## src/rtl/push_debounce.sv

```systemverilog
// Pushbutton/switch conditioner: 2-FF synchronizers, per-button debounce FSM, press pulse, switch snapshot.
// Optional feature: define RELEASE_PULSE_EN to add btn_rel_pulse (one-clock pulse on accepted release).
//
// state        | meaning
// ST_IDLE      | released level accepted, waiting for s=1
// ST_PRESS_WT  | s=1 seen, counting stable samples toward a press
// ST_PRESSED   | pressed level accepted, waiting for s=0
// ST_RELEASE_WT| s=0 seen, counting stable samples toward a release
module push_debounce #(
    parameter int NUM_BTN   = 2,
    parameter int SW_W      = 4,
    parameter int DB_CYCLES = 500000,
    parameter int CNT_W     = 20
) (
    input  logic               clk,
    input  logic               rst_n,
    input  logic [NUM_BTN-1:0] btn_raw,
    input  logic [SW_W-1:0]    sw_raw,
    output logic [NUM_BTN-1:0] btn_level,
    output logic [NUM_BTN-1:0] btn_pulse,
    output logic [SW_W-1:0]    sw_sync,
    output logic [SW_W-1:0]    sw_snap
`ifdef RELEASE_PULSE_EN
    ,
    output logic [NUM_BTN-1:0] btn_rel_pulse
`endif
);

    localparam logic [1:0] ST_IDLE       = 2'd0;
    localparam logic [1:0] ST_PRESS_WT   = 2'd1;
    localparam logic [1:0] ST_PRESSED    = 2'd2;
    localparam logic [1:0] ST_RELEASE_WT = 2'd3;

    localparam logic [CNT_W-1:0] CNT_LAST = CNT_W'(DB_CYCLES - 1);
    localparam logic [CNT_W-1:0] CNT_ONE  = CNT_W'(1);

    logic [NUM_BTN-1:0] btn_s1_q, btn_s2_q;
    logic [SW_W-1:0]    sw_s1_q, sw_s2_q, sw_snap_q;

    always_ff @(posedge clk or negedge rst_n) begin
        if (!rst_n) begin
            btn_s1_q <= '0;
            btn_s2_q <= '0;
            sw_s1_q  <= '0;
            sw_s2_q  <= '0;
        end else begin
            btn_s1_q <= btn_raw;
            btn_s2_q <= btn_s1_q;
            sw_s1_q  <= sw_raw;
            sw_s2_q  <= sw_s1_q;
        end
    end

    for (genvar b = 0; b < NUM_BTN; b++) begin : g_btn
        logic [1:0]       st_q, st_d;
        logic [CNT_W-1:0] cnt_q, cnt_d;
        logic             lvl_q, lvl_d;
        logic             pls_q, pls_d;
        logic             s;
`ifdef RELEASE_PULSE_EN
        logic             rel_q, rel_d;
`endif

        assign s = btn_s2_q[b];

        always_comb begin
            st_d  = st_q;
            cnt_d = cnt_q;
            lvl_d = lvl_q;
            pls_d = 1'b0;
`ifdef RELEASE_PULSE_EN
            rel_d = 1'b0;
`endif
            case (st_q)
                ST_IDLE: begin
                    if (s) begin
                        st_d  = ST_PRESS_WT;
                        cnt_d = CNT_ONE;
                    end
                end
                ST_PRESS_WT: begin
                    if (!s) begin
                        st_d  = ST_IDLE;
                        cnt_d = '0;
                    end else if (cnt_q == CNT_LAST) begin
                        st_d  = ST_PRESSED;
                        lvl_d = 1'b1;
                        pls_d = 1'b1;
                    end else begin
                        cnt_d = cnt_q + CNT_ONE;
                    end
                end
                ST_PRESSED: begin
                    if (!s) begin
                        st_d  = ST_RELEASE_WT;
                        cnt_d = CNT_ONE;
                    end
                end
                ST_RELEASE_WT: begin
                    if (s) begin
                        st_d  = ST_PRESSED;
                        cnt_d = '0;
                    end else if (cnt_q == CNT_LAST) begin
                        st_d  = ST_IDLE;
                        lvl_d = 1'b0;
`ifdef RELEASE_PULSE_EN
                        rel_d = 1'b1;
`endif
                    end else begin
                        cnt_d = cnt_q + CNT_ONE;
                    end
                end
                default: begin
                    st_d  = ST_IDLE;
                    cnt_d = '0;
                    lvl_d = 1'b0;
                end
            endcase
        end

        always_ff @(posedge clk or negedge rst_n) begin
            if (!rst_n) begin
                st_q  <= ST_IDLE;
                cnt_q <= '0;
                lvl_q <= 1'b0;
                pls_q <= 1'b0;
`ifdef RELEASE_PULSE_EN
                rel_q <= 1'b0;
`endif
            end else begin
                st_q  <= st_d;
                cnt_q <= cnt_d;
                lvl_q <= lvl_d;
                pls_q <= pls_d;
`ifdef RELEASE_PULSE_EN
                rel_q <= rel_d;
`endif
            end
        end

        assign btn_level[b] = lvl_q;
        assign btn_pulse[b] = pls_q;
`ifdef RELEASE_PULSE_EN
        assign btn_rel_pulse[b] = rel_q;
`endif
    end

    // Snapshot follows the registered pulse, so the captured value lands one cycle after it.
    always_ff @(posedge clk or negedge rst_n) begin
        if (!rst_n) begin
            sw_snap_q <= '0;
        end else if (|btn_pulse) begin
            sw_snap_q <= sw_s2_q;
        end
    end

    assign sw_sync = sw_s2_q;
    assign sw_snap = sw_snap_q;

endmodule

```

## config.mk

```make
export PLATFORM = sky130hd
export DESIGN_NAME = push_debounce
export DESIGN_NICKNAME = d
export VERILOG_FILES = /design/src/rtl/push_debounce.sv
export SDC_FILE = /design/constraint.sdc
export NUM_CORES = 1
export LEC_CHECK = 0
export CORE_MARGIN = 3
export CORE_UTILIZATION = 41
export CTS_CLUSTER_SIZE = 20
export DETAILED_ROUTE_END_ITERATION = 6
export GPL_TIMING_DRIVEN = 0
export RECOVER_POWER = 100
export SLEW_MARGIN = 30
export SYNTH_ARGS = -nofsm -noshare
export SYNTH_HDL_FRONTEND = slang
export SYNTH_SLANG_ARGS = --single-unit
```

## constraint.sdc

```tcl
create_clock -name clk -period 2.1 [get_ports clk]
set_input_delay 0.42 -clock clk [delete_from_list [all_inputs] [get_ports clk]]
set_output_delay 0.42 -clock clk [all_outputs]
set_load 0.02 [all_outputs]
```

==> out/results.ini, run 1 <==
[route]
viasPerCell=5.61
vias=2575
drt_iter0_markers=169
drc=0
wire_per_inst_microns=15.4
drt-total-wl_mm=7.09
drt-pass1-iter-count=4
ant_nets=0

[layout]
areaGrowthSynthToFinish_pct=20.0
diodes=0
nNetsFinal=365
post-route-util=0.513
final_layout_size_suffix_gt1_frac=0.156

[place]
post-place-ws_ps=-133
place.gp.congestion=0.815
port_buffers=19
dp_hpwl_mm=4.75

[clock_network]
cts_sinks=64
clk_latency_ps=340
tritoncts=done
numCtsBuffers=9
clk_path_buf_depth=2
clkTransAtPathRegs_ps=80
cts_max_level=3
cts_root_buffer=clkbuf_8

[sta]
tightest_slew_ps=706
skew_ps=12.7
min_period_over_period=0.936
slew_viol_final=0
whs_ps=352
relSlewSlack=0.528
fmax_ghz=0.509
setup_viol=0
hold_violations=0
tns_ps=0
worst_slack_ps=134
rsz0062_at_grt=false
layout_min_cycle_time_ps=1970

[synthesis]
synth_nets=329
synthArstFlopShare=1.00
yosysSeqAreaShare=0.508
ys.flop_type=dfrtp_1
netlist_area_sq_um=3150
synth-seq-cells=64
syn_avg_cell_area_sq_um=9.88
synth-simple-area-share=0.223
synth_area_leader_cell=dfrtp_1
synthMuxAreaShare=0.0246
ys_types=53
synth_compound_area_frac=0.174
synth.top_cell.area_share=0.508
synth_edf_count=0
synth.area.top_cells=dfrtp_1 51%, o21ai_0 4.8%, nand2_1 3.8%, a21oi_1 3.3%, nand3_1 2.5%
synth_top_family_by_area=simple AND/OR/NAND/NOR gates
yosysWarnings=0
synth_fa_ha_area_frac=0.00794
synth_xor_xnor_area_share=0.0302
postSynthCellCount=319

[critical_path]
critical_path_depth=5
crit_type=register to register
arrival_ps=2230
end_kind=register
r2r_cells=5
r2r-start=g_btn[1].cnt_q[5]
critPathTopFamily=simple AND/OR/NAND/NOR gates
cp_max_fo=7
crit_required_ps=2370
crit_buf_inv=0
cp_cell_sequence=and4_2 -> nand2_1 -> or4_1 -> or3_1 -> a21oi_1
crit_path_start_kind=register
crit_path_max_incr_delay_ps=540
crit_slowest_cell=or4_1
cp-startpoint=g_btn[1].cnt_q[5]

[floorplanning]
ioPinCount=20
coreArea_sq_um=7370
fp.dieW_microns=93.7
die_area_sq_um=8780
num_rows=31
die_y_microns=93.7
start_util=0.428

[global_route]
grt_max_degree=41
grt_pass1_vias=2515
grt_pass1_wl_mm=12.6
overflow=0
grtUsageTotal=0.180
antenna_found_initial=0

[pwr]
ir_worst_vdd_v=0.000438
power_w=0.00240
p_per_area_nw_per_um2=633
power.leakage_nw=1.60

[min_path]
holdCritStartpoint=btn_s1_q[0]
hold_depth=0
holdCritPathClass=register to register

[run]
maxCapViolations=0

[run_status]
status=finished, final reports clean

power by group:
group | switching (W) | leakage (nW) | internal [W]
Sequential | 0.0000254 | 0.855 | 0.00126
Combinational | 0.0000946 | 0.664 | 0.0000489
Clock | 0.000534 | 0.0827 | 0.000438
state kept, by name, indices dropped and copies added (netlist names), named ones only:
register and count:
g_btn.cnt_q 40, sw_s1_q 4, sw_snap 4, sw_sync 4, btn_s1_q 2, btn_s2_q 2
g_btn.lvl_q 2, g_btn.pls_q 2, g_btn.st_q 2
through the flow:
step / instances / cell area [sq um]
2_1_floorplan: 319 / 3150
3_3_place_gp: 437 / 3470
3_5_place_dp: 438 / 3480
4_1_cts: 456 / 3710
5_1_grt: 459 / 3780
6_report: 459 / 3780
placed cells by master, fill, tap and decap left out, drive strengths merged, types with 2 or more instances in the layout:
master,count
and3,10
mux2,6
o21ai,31
o211ai,2
a22o,3
nor2,13
dlygate4sd3,19
nor3b,3
a21o,2
nand2,32
xnor2,4
a21oi,21
o22ai,3
and4,6
clkbuf,21
nor4,8
o221ai,2
dfrtp,64
xor2,6
nand3,16
or3,5
a211o,2
and2,3
ha,2
clkinvlp,3
or4,8
o41ai,2
a31oi,7
nand4,11
buf,9
inv,9
nor3,5
o31ai,5
o2bb2ai,3
per-layer routing:
| layer | track usage | up-vias | part of all wire |
|---|---|---|---|
| met4 | 0.0481 | 0 | 0.015 |
| met1 | 0.270 | 1243 | 0.51 |
| met5 | 0 | - | 0 |
| met2 | 0.257 | 43 | 0.43 |
| met3 | 0.0457 | 10 | 0.038 |
| li1 | - | 1279 | - |
worst paths after layout:
path	to	slack (ps)
max in group asynchronous	g_btn[0].cnt_q[16]	460
hold / removal	btn_s2_q[0]	350
setup / recovery	g_btn[1].cnt_q[13]	130
setup reg to reg	g_btn[1].cnt_q[13]	130
hold reg to reg	btn_s2_q[0]	350
min in group asynchronous	g_btn[1].cnt_q[14]	610
cell usage after synthesis, drive strengths merged, types with 7 or more instances:
| cell type | number |
|---|---|
| o21ai | 31 |
| or4 | 8 |
| a21oi | 21 |
| clkbuf | 7 |
| dfrtp | 64 |
| nor2 | 13 |
| buf | 8 |
| and3 | 10 |
| nand4 | 11 |
| nand3 | 16 |
| a31oi | 7 |
| nand2 | 32 |
| nor4 | 8 |
final cells by class:
cell class | count | area, sq um
fillers | 691 | 3590
flip-flops and latches | 64 | 1600
multi-input cells | 234 | 1540
repair buffers | 25 | 230
clock buffers | 9 | 124
well taps | 99 | 124
plain buffers | 15 | 83.8
clock inverters | 7 | 53.8
inverters | 6 | 22.5
kinds of logic (layout without fill, tap and decap cells):
family / Yosys count / in the layout
buffers and inverters: 21 / 62
AO/OA/AOI/OAI: 89 / 89
XOR/XNOR: 10 / 10
flip-flops: 64 / 64
AND/OR/NAND/NOR: 126 / 126
multiplexers: 7 / 7
adder cells (fa/ha/maj): 2 / 2
timing repair:
action                                  4_1_cts  5_1_grt
buffers inserted                              1        3
hold buffers                                  1        0
endpoints found under the setup margin       16       26
pin swaps                                     1        2
resized for setup                             4       14
endpoints found under the hold margin        23        0
Power figures use the tool's default switching activity.
==> inputs of run 2 (changes only) <==
--- a/config.mk
+++ b/config.mk
@@ -7,6 +7,7 @@
 export LEC_CHECK = 0
 export CORE_MARGIN = 3
 export CORE_UTILIZATION = 41
+export CTS_BUF_LIST = sky130_fd_sc_hd__clkbuf_4
 export CTS_CLUSTER_SIZE = 20
 export DETAILED_ROUTE_END_ITERATION = 6
 export GPL_TIMING_DRIVEN = 0
==> run 2 against run 1 <==
Compared with the run above: register-to-register slack worse by 20 ps; sequential cell count stayed put; clock-buffer cell count did not move; sequential share of layout area increased by 0.63 points; sequential power is essentially flat.
==> out/results.ini, run 2 (synthesis gave the netlist of run 1 again) <==
[route]
wire_per_inst_microns=15.4  ; about the same
ant_nets=0  ; unchanged
drt-total-wl_mm=7.06  ; was 7.09 mm
viasPerCell=5.70  ; was 5.61
vias=2617  ; was 2575
drt-pass1-iter-count=4  ; unchanged
drc=0  ; unchanged
drt_iter0_markers=157  ; was 169

[layout]
final_cell_mix=62 x dfrtp_1, 32 x nand2_1, 30 x o21ai_0  ; was 63 x dfrtp_1, 32 x nand2_1, 30 x o21ai_0
areaGrowthSynthToFinish_pct=18.3  ; was 20.0%
fill_cells=694  ; was 691
largest_register=g_btn.cnt_q  ; unchanged
largest_reg_flops=40  ; unchanged
layout_commonest_cell=dfrtp_1  ; unchanged
multi_input_area_sq_um=1540  ; unchanged
post-route-util=0.506  ; was 0.513
final_layout_size_suffix_gt1_frac=0.158  ; was 0.156
diodes=0  ; unchanged
nNetsFinal=365  ; unchanged
ff_latch_area_sq_um=1600  ; about the same

[floorplanning]
die_y_microns=93.7  ; unchanged
fp.dieW_microns=93.7  ; unchanged
start_util=0.428  ; unchanged
die_area_sq_um=8780  ; unchanged
num_rows=31  ; unchanged
ioPinCount=20  ; unchanged
coreArea_sq_um=7370  ; unchanged

[clock_network]
cts_root_buffer=clkbuf_4  ; was clkbuf_8
clk_path_buf_depth=2  ; unchanged
numCtsBuffers=9  ; unchanged
clk_latency_ps=400  ; was 340 ps
cts_max_level=3  ; unchanged
clkTransAtPathRegs_ps=110  ; was 80 ps
cts_sinks=64  ; unchanged
tritoncts=done  ; unchanged

[global_route]
overflow=0  ; unchanged
grt_pass1_wl_mm=12.5  ; was 12.6 mm
antenna_found_initial=0  ; unchanged
grt_max_degree=41  ; unchanged
grt_pass1_vias=2514  ; was 2515
grtUsageTotal=0.179  ; was 0.180

[sta]
min_period_over_period=0.944  ; was 0.936
hold_violations=0  ; unchanged
relSlewSlack=0.360  ; was 0.528
tns_ps=0  ; unchanged
skew_ps=13.1  ; was 12.7 ps
slew_viol_final=0  ; unchanged
setup_viol=0  ; unchanged
fmax_ghz=0.504  ; was 0.509 GHz
worst_slack_ps=117  ; was 134 ps
tightest_slew_ps=960  ; was 706 ps
layout_min_cycle_time_ps=1980  ; was 1970 ps
rsz0062_at_grt=true  ; was false

[critical_path]
crit_slowest_cell=dfrtp_1  ; was or4_1
crit_type=register to register  ; unchanged
cp_cell_sequence=ha_1 -> and3_1 -> nand4_1 -> nor2b_1 -> clkbuf_4 -> nand2_1 -> a211o_1  ; was and4_2 -> nand2_1 -> or4_1 -> or3_1 -> a21oi_1
cp-startpoint=g_btn[0].cnt_q[1]  ; was g_btn[1].cnt_q[5]
end_kind=register  ; unchanged
rrSetupSlack_ps=120  ; was 130 ps
r2r_cells=7  ; was 5
arrival_ps=2280  ; was 2230 ps
crit_required_ps=2400  ; was 2370 ps
crit_path_end=g_btn[0].lvl_q  ; was g_btn[1].cnt_q[13]
cp_max_fo=10  ; was 7
crit_path_max_incr_delay_ps=430  ; was 540 ps
r2r-start=g_btn[0].cnt_q[1]  ; was g_btn[1].cnt_q[5]
crit_path_start_kind=register  ; unchanged
r2r-end=g_btn[0].lvl_q  ; was g_btn[1].cnt_q[13]

[place]
dp_hpwl_mm=4.75  ; unchanged
place.gp.congestion=0.815  ; unchanged
port_buffers=19  ; unchanged
post-place-ws_ps=-133  ; unchanged

[pwr]
ir_worst_vdd_v=0.000414  ; was 0.000438 V
p_per_area_nw_per_um2=583  ; was 633 nW/um^2
power.leakage_nw=1.56  ; was 1.60 nW

[run]
maxCapViolations=0  ; unchanged

[run_status]
status=finished, final reports clean  ; unchanged

[min_path]
holdCritPathClass=register to register  ; unchanged

-- run 2: worst max-delay path, delay by kind of cell, from the launching register on --
family / cells / cell delay [ps]
AOI/OAI and AO/OA: 1 / 300
adders and majority gates: 1 / 250
buffers and inverters: 1 / 230
DFF: 1 / 430
and+or+nand+nor: 4 / 650
-- run 2: report_power, final --
group | leakage, nW | switching [W] | internal, W
logic | 0.651 | 0.0000946 | 0.0000490
clock network | 0.0594 | 0.000499 | 0.000252
registers | 0.854 | 0.0000252 | 0.00126
total | 1.56 | 0.000619 | 0.00156
-- run 2: repair_timing --
action / 4_1_cts / 5_1_grt
gates resized for setup: 4 / 15
setup endpoints to repair: 16 / 28
hold buffers: 1 / 0
buffers inserted: 1 / 3
pin swaps: 1 / 2
endpoints found under the hold margin: 24 / 0
-- run 2: layout make-up --
class | count | share of cell area
tap | 99 | 0.0332
clock buffer | 9 | 0.0181
inverter | 6 | 0.00604
sequential | 64 | 0.430
timing repair buffer | 25 | 0.0624
multi-input combinational | 234 | 0.413
clock inverter | 7 | 0.0144
buffer | 15 | 0.0225
-- run 2: worst min path at each step --
stage / slack (ps) / from / to / cells past startpoint
after CTS: 360 / btn_s1_q[0] / btn_s2_q[0] / 0
after global routing: 370 / sw_s1_q[0] / sw_sync[0] / 0
after global placement: 330 / sw_s1_q[2] / sw_sync[2] / 0
final: 360 / btn_s1_q[0] / btn_s2_q[0] / 0
after detailed placement: 340 / btn_s1_q[0] / btn_s2_q[0] / 0
after floorplan: 120 / rst_n / asynchronous set/reset pin / 0
-- run 2: metal layers --
layer	part of all wire	vias to the layer above	global-route usage
met2	0.45	77	0.258
met5	0	-	0
met4	0.00057	0	0.0614
met1	0.50	1257	0.269
met3	0.049	2	0.0337
li1	-	1281	-
-- run 2: per-stage QoR --
stage                     hold WS [ps]  total power [W]  cells  area (sq um)
after floorplan                    124          0.00137    319          3150
after CTS                          363          0.00221    456          3650
after detailed placement           337          0.00145    438          3480
final                              360          0.00218    459          3730
after global placement             332          0.00145    437          3470
after global routing               373          0.00229    459          3730
==> RTL edit (settings of run 2) <==
The option `RELEASE_PULSE_EN` is turned on by a define.
--- a/src/rtl/push_debounce.sv
+++ b/src/rtl/push_debounce.sv
@@ -6,6 +6,8 @@
 // ST_PRESS_WT  | s=1 seen, counting stable samples toward a press
 // ST_PRESSED   | pressed level accepted, waiting for s=0
 // ST_RELEASE_WT| s=0 seen, counting stable samples toward a release
+`define RELEASE_PULSE_EN
+
 module push_debounce #(
     parameter int NUM_BTN   = 2,
     parameter int SW_W      = 4,
Behaviour (old outputs only; new: btn_rel_pulse): unchanged (equiv_simple and equiv_induct, registers matched by name and starting in step).
==> RTL edit against run 2 <==
Highest routed layer unchanged; core utilization up 0.78 points; sequential cell count rose by 2; largest power group unchanged; area after synthesis increased by 1.9%; fmax fell by 2.4%; sequential share of layout area is 0.15 points higher; critical path type unchanged; worst setup slack got worse by 0.049 ns; total power rose by 19%; design area up 2.6%; routed wire length is 5.3% lower; die area increased by 1.8%.
==> RTL edit: results (changes against run 2) <==
[synthesis]
async_flop_share_pct=100.0  ; unchanged
yosysSeqAreaShare_pct=51.38  ; was 50.79%
ys_top_cells_by_area=dfrtp_1 51%, nand2_1 4.4%, xor2_1 4.4%  ; was dfrtp_1 51%, o21ai_0 4.8%, nand2_1 3.8%
netlist-cell-type-count=53  ; unchanged
syn_nets=326  ; was 329
yosys_warnings=0  ; unchanged
synth_common_cells=66 x dfrtp_1, 38 x nand2_1, 21 x nor2_1  ; was 64 x dfrtp_1, 32 x nand2_1, 30 x o21ai_0

[grt]
grt_max_degree=40  ; was 41
grt_overflow=0  ; unchanged
grt_pass1_vias=2296  ; was 2514
grt_pass1_wl_um=11360  ; was 12520 µm
globalRouteMet1Util_pct=23.87  ; was 26.85%
met2_usage_pct=23.05  ; was 25.78%
grt_usage_pct=16.36  ; was 17.88%
antenna_found_initial=0  ; unchanged
grt.met3_usage_pct=3.506  ; was 3.365%

[finish]
fillCellCount=686  ; was 694
nets=364  ; was 365
regMostFlops=g_btn.cnt_q  ; unchanged
largest_reg_flops=40  ; unchanged
drive_gt1_share_pct=14.76  ; was 15.83%
n_antenna_cell=0  ; unchanged

[timing]
worstMarginPinSlew_ns=0.7448  ; was 0.9595 ns
slew_violations=0  ; unchanged
finalClockSkew_ns=0.009445  ; was 0.01312 ns

[placed_design]
dp_hpwl_um=4492  ; was 4754 µm
globalplace.congestion=0.8451  ; was 0.8154
port_buffers=21  ; was 19

[route]
dr.pass1.iters=4  ; unchanged
wirelength_um=6690  ; was 7064 µm
drt_first_iter_violations=117  ; was 157
vias=2498  ; was 2617

[cts]
clockBufferDepth=2  ; unchanged
worstSkewPairLatency_ns=0.41
htree_num_levels=3  ; unchanged
cts-root-buf=clkbuf_4  ; unchanged
cts_made_buffers=9  ; unchanged
path_clk_slew_ns=0.12

[outcome]
status=finished, final reports clean  ; unchanged

[power]
power_leakage_nw=1.642  ; was 1.564 nW
p_switching_uw=622.1  ; was 618.6 µW
peakVddDrop_v=0.0002986  ; was 0.0004140 V

[hold_path]
hold_class=reg2reg  ; unchanged

[critical_path]
cp_max_fo=6  ; was 10
cp_data_arrival_time_ns=2.33  ; was 2.28 ns

-- RTL edit: per-stage QoR --
stage	cells	setup slack [ns]	area [µm²]
floorplan	316	0.1804	3214
global placement	436	-1.658	3548
detailed placement	437	-0.06718	3566
CTS	454	0.01707	3776
global route	458	-0.03317	3829
finish	458	0.06784	3829
-- RTL edit: power groups by stage --
stage	Clock [mW]	Sequential, mW	Combinational, mW
finish	1.12	1.31	0.140
global route	1.23	1.32	0.160
CTS	1.15	1.31	0.149
detailed placement	0	1.34	0.147
global placement	0	1.34	0.142
floorplan	0	1.34	0.0693
-- RTL edit: final timing paths --
path | start | to | slack [ns] | depth (start not counted)
max | g_btn[1].cnt_q[12] | flip-flop | 0.07 | 5
min | sw_s1_q[1] | sw_sync[1] | 0.36 | 0
max reg2reg | g_btn[1].cnt_q[12] | flip-flop | 0.07 | 5
min reg2reg | sw_s1_q[1] | sw_sync[1] | 0.36 | 0
max in group asynchronous | rst_n | g_btn[1].cnt_q[2] | 0.49 | 3
min in group asynchronous | rst_n | g_btn[1].cnt_q[5] | 0.58 | 2
-- RTL edit: critical path, stage by stage (launching register included) --
cell     delay [ns]
dfrtp_1        0.44
or4b_4         0.54
or3_4          0.40
nor2_8         0.18
nand2_4        0.07
mux2_4         0.29
-- RTL edit: cell type report --
cell class | count | share of cell area (%)
inverters | 8 | 0.7843
well taps | 99 | 3.235
clock buffers | 9 | 1.765
clock inverters | 7 | 3.268
flip-flops and latches | 66 | 43.14
repair buffers | 27 | 6.601
plain buffers | 18 | 2.516
multi-input cells | 224 | 38.69
-- RTL edit: routing by layer --
layer	vias to the layer above	wire length [µm]	share of wire [%]
met3	12	320	4.8
met1	1223	3316	50
met4	0	109	1.6
met2	57	2943	44
li1	1206	-	-
met5	-	0	0
-- RTL edit: kinds of logic after synthesis --
group,share of synthesized area (%)
adder cells (fa/ha/maj),0.7784
AND/OR/NAND/NOR,21.60
buffers and inverters,3.814
AO/OA/AOI/OAI,12.26
multiplexers,2.530
XOR/XNOR,7.629
flip-flops,51.38
-- RTL edit: timing repair --
item,CTS,global route
setup endpoints to repair,4,22
resized for setup,2,7
hold buffers,1,0
setup buffers,0,4
hold endpoints to repair,27,0
pin swaps,0,2
